<file path="src/rtl/pipelined_kogge_stone_addsub_if.sv">
// Stream bundle for the pipelined Kogge-Stone adder/subtractor: operand beat in,
// result beat out, each with its own valid/ready pair.
interface pipelined_kogge_stone_addsub_if #(
  parameter int WIDTH = 16
);
  logic             in_valid;
  logic             in_ready;
  logic [WIDTH-1:0] a;
  logic [WIDTH-1:0] b;
  logic             cin;
  logic             sub;
  logic             out_valid;
  logic             out_ready;
  logic [WIDTH-1:0] sum;
  logic             carry_out;
  logic             overflow;
  logic             zero;

  modport slave (
    input  in_valid, a, b, cin, sub, out_ready,
    output in_ready, out_valid, sum, carry_out, overflow, zero
  );

  modport master (
    output in_valid, a, b, cin, sub, out_ready,
    input  in_ready, out_valid, sum, carry_out, overflow, zero
  );
endinterface

</file>
<file path="src/rtl/pipelined_kogge_stone_addsub.sv">
// Fully pipelined Kogge-Stone adder/subtractor, one register per prefix level,
// with a single global advance that stalls every stage on output backpressure.
module pipelined_kogge_stone_addsub #(
  parameter int WIDTH = 16
) (
  input  logic clk,
  input  logic rst_n,
  pipelined_kogge_stone_addsub_if.slave bus
);
  localparam int LEVELS  = $clog2(WIDTH);
  localparam int LATENCY = LEVELS + 1;

  logic [LEVELS:0]                vld_q;
  logic [LEVELS:0][WIDTH-1:0]     g_q, g_d;
  logic [LEVELS-1:0][WIDTH-1:0]   p_q, p_d;
  logic [LEVELS:0][WIDTH-1:0]     hs_q;
  logic [LEVELS:0]                c0_q;
  logic [LEVELS:0]                amsb_q;
  logic [LEVELS:0]                bmsb_q;

  logic             adv;
  logic [WIDTH-1:0] bp;
  logic             c0;
  logic [WIDTH-1:0] hs0;
  logic [WIDTH-1:0] sum_raw;
  logic             out_vld;

  assign out_vld = vld_q[LEVELS];
  assign adv     = ~out_vld | bus.out_ready;

  assign bp  = bus.sub ? ~bus.b : bus.b;
  assign c0  = bus.sub | bus.cin;
  assign hs0 = bus.a ^ bp;

  // Carry-in acts as generate at bit -1: merged into bit 0's group generate, so
  // bit 0 already spans [0:-1] and the tree of LEVELS levels covers every carry.
  assign g_d[0] = (bus.a & bp) | {{(WIDTH-1){1'b0}}, hs0[0] & c0};
  assign p_d[0] = {hs0[WIDTH-1:1], 1'b0};

  for (genvar k = 1; k <= LEVELS; k++) begin : g_lvl
    localparam int D = 2 ** (k - 1);
    for (genvar i = 0; i < WIDTH; i++) begin : g_bit
      if (i >= D) begin : g_node
        assign g_d[k][i] = g_q[k-1][i] | (p_q[k-1][i] & g_q[k-1][i-D]);
        if (k < LEVELS) begin : g_prop
          assign p_d[k][i] = p_q[k-1][i] & p_q[k-1][i-D];
        end
      end else begin : g_pass
        assign g_d[k][i] = g_q[k-1][i];
        if (k < LEVELS) begin : g_prop
          assign p_d[k][i] = p_q[k-1][i];
        end
      end
    end
  end

  always_ff @(posedge clk or negedge rst_n) begin
    if (!rst_n) begin
      vld_q  <= '0;
      g_q    <= '0;
      p_q    <= '0;
      hs_q   <= '0;
      c0_q   <= '0;
      amsb_q <= '0;
      bmsb_q <= '0;
    end else if (adv) begin
      vld_q  <= {vld_q[LEVELS-1:0], bus.in_valid};
      g_q    <= g_d;
      p_q    <= p_d;
      hs_q   <= {hs_q[LEVELS-1:0], hs0};
      c0_q   <= {c0_q[LEVELS-1:0], c0};
      amsb_q <= {amsb_q[LEVELS-1:0], bus.a[WIDTH-1]};
      bmsb_q <= {bmsb_q[LEVELS-1:0], bp[WIDTH-1]};
    end
  end

  // Carry into bit i is the group generate of [i-1:-1]; into bit 0 it is c0 itself.
  assign sum_raw = hs_q[LEVELS] ^ {g_q[LEVELS][WIDTH-2:0], c0_q[LEVELS]};

  assign bus.in_ready  = adv;
  assign bus.out_valid = out_vld;
  assign bus.sum       = out_vld ? sum_raw : '0;
  assign bus.carry_out = out_vld & g_q[LEVELS][WIDTH-1];
  assign bus.overflow  = out_vld & (amsb_q[LEVELS] == bmsb_q[LEVELS])
                                 & (sum_raw[WIDTH-1] != amsb_q[LEVELS]);
  assign bus.zero      = out_vld & ~|sum_raw;

  if (LATENCY != LEVELS + 1) begin : g_never
    $error("latency derivation broken");
  end
endmodule

</file>
<file path="src/flat_wrapper.sv">
// flat-port wrapper written by rule: the top's interface ports become plain ports
module pipelined_kogge_stone_addsub_flat 
#(
  parameter int WIDTH = 16
)
  (clk, rst_n, bus_in_valid, bus_a, bus_b, bus_cin, bus_sub, bus_out_ready, bus_in_ready, bus_out_valid, bus_sum, bus_carry_out, bus_overflow, bus_zero);
  pipelined_kogge_stone_addsub_if #(.WIDTH(WIDTH)) bus_i ();
  input  logic clk;
  input  logic rst_n;
  input wire logic [$bits(bus_i.in_valid)-1:0] bus_in_valid;
  input wire logic [$bits(bus_i.a)-1:0] bus_a;
  input wire logic [$bits(bus_i.b)-1:0] bus_b;
  input wire logic [$bits(bus_i.cin)-1:0] bus_cin;
  input wire logic [$bits(bus_i.sub)-1:0] bus_sub;
  input wire logic [$bits(bus_i.out_ready)-1:0] bus_out_ready;
  output wire logic [$bits(bus_i.in_ready)-1:0] bus_in_ready;
  output wire logic [$bits(bus_i.out_valid)-1:0] bus_out_valid;
  output wire logic [$bits(bus_i.sum)-1:0] bus_sum;
  output wire logic [$bits(bus_i.carry_out)-1:0] bus_carry_out;
  output wire logic [$bits(bus_i.overflow)-1:0] bus_overflow;
  output wire logic [$bits(bus_i.zero)-1:0] bus_zero;
  assign bus_i.in_valid = bus_in_valid;
  assign bus_i.a = bus_a;
  assign bus_i.b = bus_b;
  assign bus_i.cin = bus_cin;
  assign bus_i.sub = bus_sub;
  assign bus_i.out_ready = bus_out_ready;
  assign bus_in_ready = bus_i.in_ready;
  assign bus_out_valid = bus_i.out_valid;
  assign bus_sum = bus_i.sum;
  assign bus_carry_out = bus_i.carry_out;
  assign bus_overflow = bus_i.overflow;
  assign bus_zero = bus_i.zero;
  pipelined_kogge_stone_addsub #(.WIDTH(WIDTH)) u_core (.clk(clk), .rst_n(rst_n), .bus(bus_i));
endmodule
</file>
<file path="config.mk">
export PLATFORM = sky130hd
export DESIGN_NAME = pipelined_kogge_stone_addsub_flat
export DESIGN_NICKNAME = d
export VERILOG_FILES = /design/src/rtl/pipelined_kogge_stone_addsub_if.sv /design/src/rtl/pipelined_kogge_stone_addsub.sv /design/src/flat_wrapper.sv
export SDC_FILE = /design/constraint.sdc
export NUM_CORES = 1
export LEC_CHECK = 0
export BUFFER_PORTS_ARGS = -buffer_cell sky130_fd_sc_hd__buf_4
export CAP_MARGIN = 20
export CORE_UTILIZATION = 60
export DETAILED_ROUTE_END_ITERATION = 6
export GPL_TIMING_DRIVEN = 0
export PLACE_DENSITY_LB_ADDON = 0.05
export RECOVER_POWER = 25
export SLEW_MARGIN = 20
export SYNTH_ARGS = -nofsm -noshare
export SYNTH_HDL_FRONTEND = slang
export SYNTH_SLANG_ARGS = --single-unit
</file>
<file path="constraint.sdc">
create_clock -name clk -period 1.7 [get_ports clk]
set_input_delay 0.085 -clock clk [delete_from_list [all_inputs] [get_ports clk]]
set_output_delay 0.085 -clock clk [all_outputs]
set_load 0.1 [all_outputs]
</file>
==> key figures <==
Floorplanning
  • Total Die Area: 15,210 sq um
  • Die width: 123.3 um
  • Area of the core: 14,100 sq um
  • Row Count: 43
  • # IOs: 59
  • Initial core utilization: 62.68%
  • Die Ht: 123.3 um

Route
  • Met3 routed WL: 1209 um
  • Vias per cell: 5.338
  • Uppermost layer routed: met4
  • Met2 WL post-DR: 10,400 um
  • Via count: 6,854
  • DRC: 0
  • Routed len/inst: 16.79 um
  • Post-Route WL: 21,560 um
  • WL met1: 9387 um
  • 1st-iter DRT viols: 418
  • ANT nets after route: 0
  • Drt pass-1 iters: 5

STA
  • Achievable Freq: 0.4681 GHz
  • Worst Clk Skew: 9.930 ps
  • Rel. slew slack: 47.51%
  • Final hold slack: 27.73 ps
  • # setup viols final: 68
  • Pins over their slew limit: 0
  • Setup ws final: -436.5 ps
  • Period utilisation layout: 125.7%
  • RSZ-0062 raised after global routing: yes
  • Crit path time final: 2136 ps
  • Hold Fails Final Rpt: 0
  • TNS Setup: -2956 ps
  • Worst Tran Pin Value: 787.3 ps

Yosys
  • Largest family of logic cells by synthesized area: simple AND/OR/NAND/NOR gates
  • Synth Area in XOR/XNOR: 3.172%
  • Cells after Synth: 983
  • Yosys warning total: 0
  • Sequential area share after synthesis: 60.61%
  • Synth cell types: 19
  • Multiplexer share of the synthesized area: 0%
  • Average size of a mapped cell: 8.988 sq um
  • Synth Area in Adders: 2.266%
  • Post-Synthesis Cell Area: 8835 sq um
  • Simple logic cell fraction of the synthesized area: 25.41%
  • Seq cells post-synth: 214
  • Post-synthesis compound-gate area fraction: 5.792%
  • Post-Syn Nets: 1,037

Setup path
  • Critical path type: register to output port
  • CP required: 1620 ps
  • Worst-path fanout max: 2
  • Worst Setup End Kind: output port
  • Worst path arrival time: 2050 ps
  • Element type at the critical path start: register

Clock network
  • CTS Buf Count: 22
  • Clock transition at path regs: 60 ps
  • Worst skew pair latency: 500 ps
  • Clock Path Buffers: 3
  • H-tree depth: 1
  • CTS Sinks: 214
  • TritonCTS clock tree: done
  • CTS root buf: clkbuf_16

Placement
  • Post-DP Area: 9589 sq um
  • Dpl ws: -72.74 ps
  • DPL Wire Length: 14,560 um
  • GPL Wtd Cong: 0.8005
  • Port Buffer Count: 57
  • Placed insts: 1,222

Run status
  • Status: finished with violations
  • Failing checks: negative setup slack

Cells and area
  • Post-route non-filler standard cell count: 1,284
  • Filler cell count: 1,020
  • Finished Core Util: 75.66%
  • Ant diodes: 0
  • Share of post-route cells with drive strength above 1: 14.22%
  • Area delta synth->final: 20.72%
  • Layout net count: 1,143
  • Post-Layout Inst Area: 10,670 sq um

Power and ir drop
  • Pleak: 5.550 nW
  • VDD IR max: 1.605 mV
  • Final Power: 22.17 mW
  • Pwr per Cell Area: 2079 nW/um^2

GRT
  • Initial antenna violation count: 0
  • Vias in the first global route: 6,770
  • Total gr overflow: 0
  • Tot GR Track Use: 30.45%
  • First-pass GRT wire length: 34,650 um
  • Pin count of the biggest net entering global routing: 101

Run
  • Max-cap violations: 0

Worst hold path
  • Hold Crit Class: input pin to register
## worst paths after layout
path | from | to | slack, ps | cells after the start
setup / recovery | u_core.g_q[77] | bus_zero | -440 | 5
hold / removal | bus_b[4] | u_core.g_q[4] | 30 | 5
setup reg to reg | u_core.vld_q[4] | u_core.p_q[37] | 120 | 7
hold reg to reg | u_core.p_q[57] | u_core.p_q[57] | 470 | 2
max in group asynchronous | rst_n | u_core.hs_q[2] | -50 | 4
min in group asynchronous | rst_n | u_core.hs_q[67] | 200 | 2
## cells by family (layout without fill, tap and decap cells)
group	count (synthesis)	in the layout
buffers and inverters	52	173
AOI/OAI and AO/OA	102	102
DFF	214	214
xor gates and xnor gates	32	32
adders and majority gates	16	16
and+or+nand+nor	567	567
## final cells by class
class | instances | area (sq um) | area share, %
Multi-Input combinational cell | 717 | 3306 | 30.99
Clock inverter | 4 | 50.05 | 0.4693
Buffer | 48 | 252.7 | 2.370
Inverter | 3 | 13.76 | 0.1290
Timing Repair Buffer | 83 | 797.0 | 7.473
Tap cell | 180 | 225.2 | 2.112
Clock buffer | 35 | 660.6 | 6.194
Sequential cell | 214 | 5360 | 50.26
## registers in the layout, summed over array words and instances, names as in the netlist
name	count
u_core.hs_q	80
u_core.g_q	65
u_core.p_q	34
u_core.g_d	15
u_core.amsb_q	5
u_core.bmsb_q	5
u_core.c0_q	5
u_core.vld_q	5
## cells in the mapped netlist (all sizes together)
library cell / number / area, sq um
and2: 17 / 106.4
clkbuf: 3 / 11.26
nand2b: 1 / 6.260
nor4: 4 / 25.02
nand4: 1 / 6.260
buf: 46 / 220.2
xor2: 32 / 280.3
o21ai: 1 / 5.000
nand3: 34 / 170.2
a21oi: 100 / 500.5
inv: 3 / 11.26
a31oi: 1 / 6.260
nand2: 450 / 1689
ha: 16 / 200.2
dfrtp: 214 / 5355
nor2: 60 / 241.5
## repair_timing
| action | 4_1_cts | 5_1_grt |
|---|---|---|
| gates resized for setup | 21 | 21 |
| buffers inserted | 4 | 0 |
| pin swaps | 3 | 4 |
| endpoints found under the setup margin | 17 | 51 |
| endpoints found under the hold margin | 166 | 0 |
| hold buffers | 20 | 0 |
## cell usage in the layout, fill, tap and decap left out, types with 5 or more instances in the layout
cell	Yosys	routed
xor2_1	32	28
clkbuf_16	0	23
dfrtp_1	214	212
ha_1	16	16
nor2_1	59	58
a21oi_1	100	100
and2_2	0	10
buf_4	0	44
buf_6	0	11
buf_12	0	5
dlygate4sd3_1	0	20
nand2_1	450	450
clkbuf_1	3	10
nand3_1	34	34
buf_2	38	33
and2_1	17	6
buf_1	8	6
## metal layers
metal  GRT usage [%]  up-vias
met5               0        -
met4           9.262        0
met3           4.520       46
met2           50.38      218
met1           41.89     3265
li1                -     3325
## critical path, cell delays in order, from the launching register on
cell,delay (ps)
dfrtp_1,400
xor2_1,190
nor4_2,320
nand4_1,190
nor4_4,200
buf_6,260
## report_power, final
group | switching [mW] | internal [mW] | total (mW)
sequential | 1.87 | 7.24 | 9.10
clock | 1.89 | 2.81 | 4.71
combinational | 5.68 | 2.68 | 8.36
total | 9.44 | 12.7 | 22.2
(Power assumes the default switching activity.)
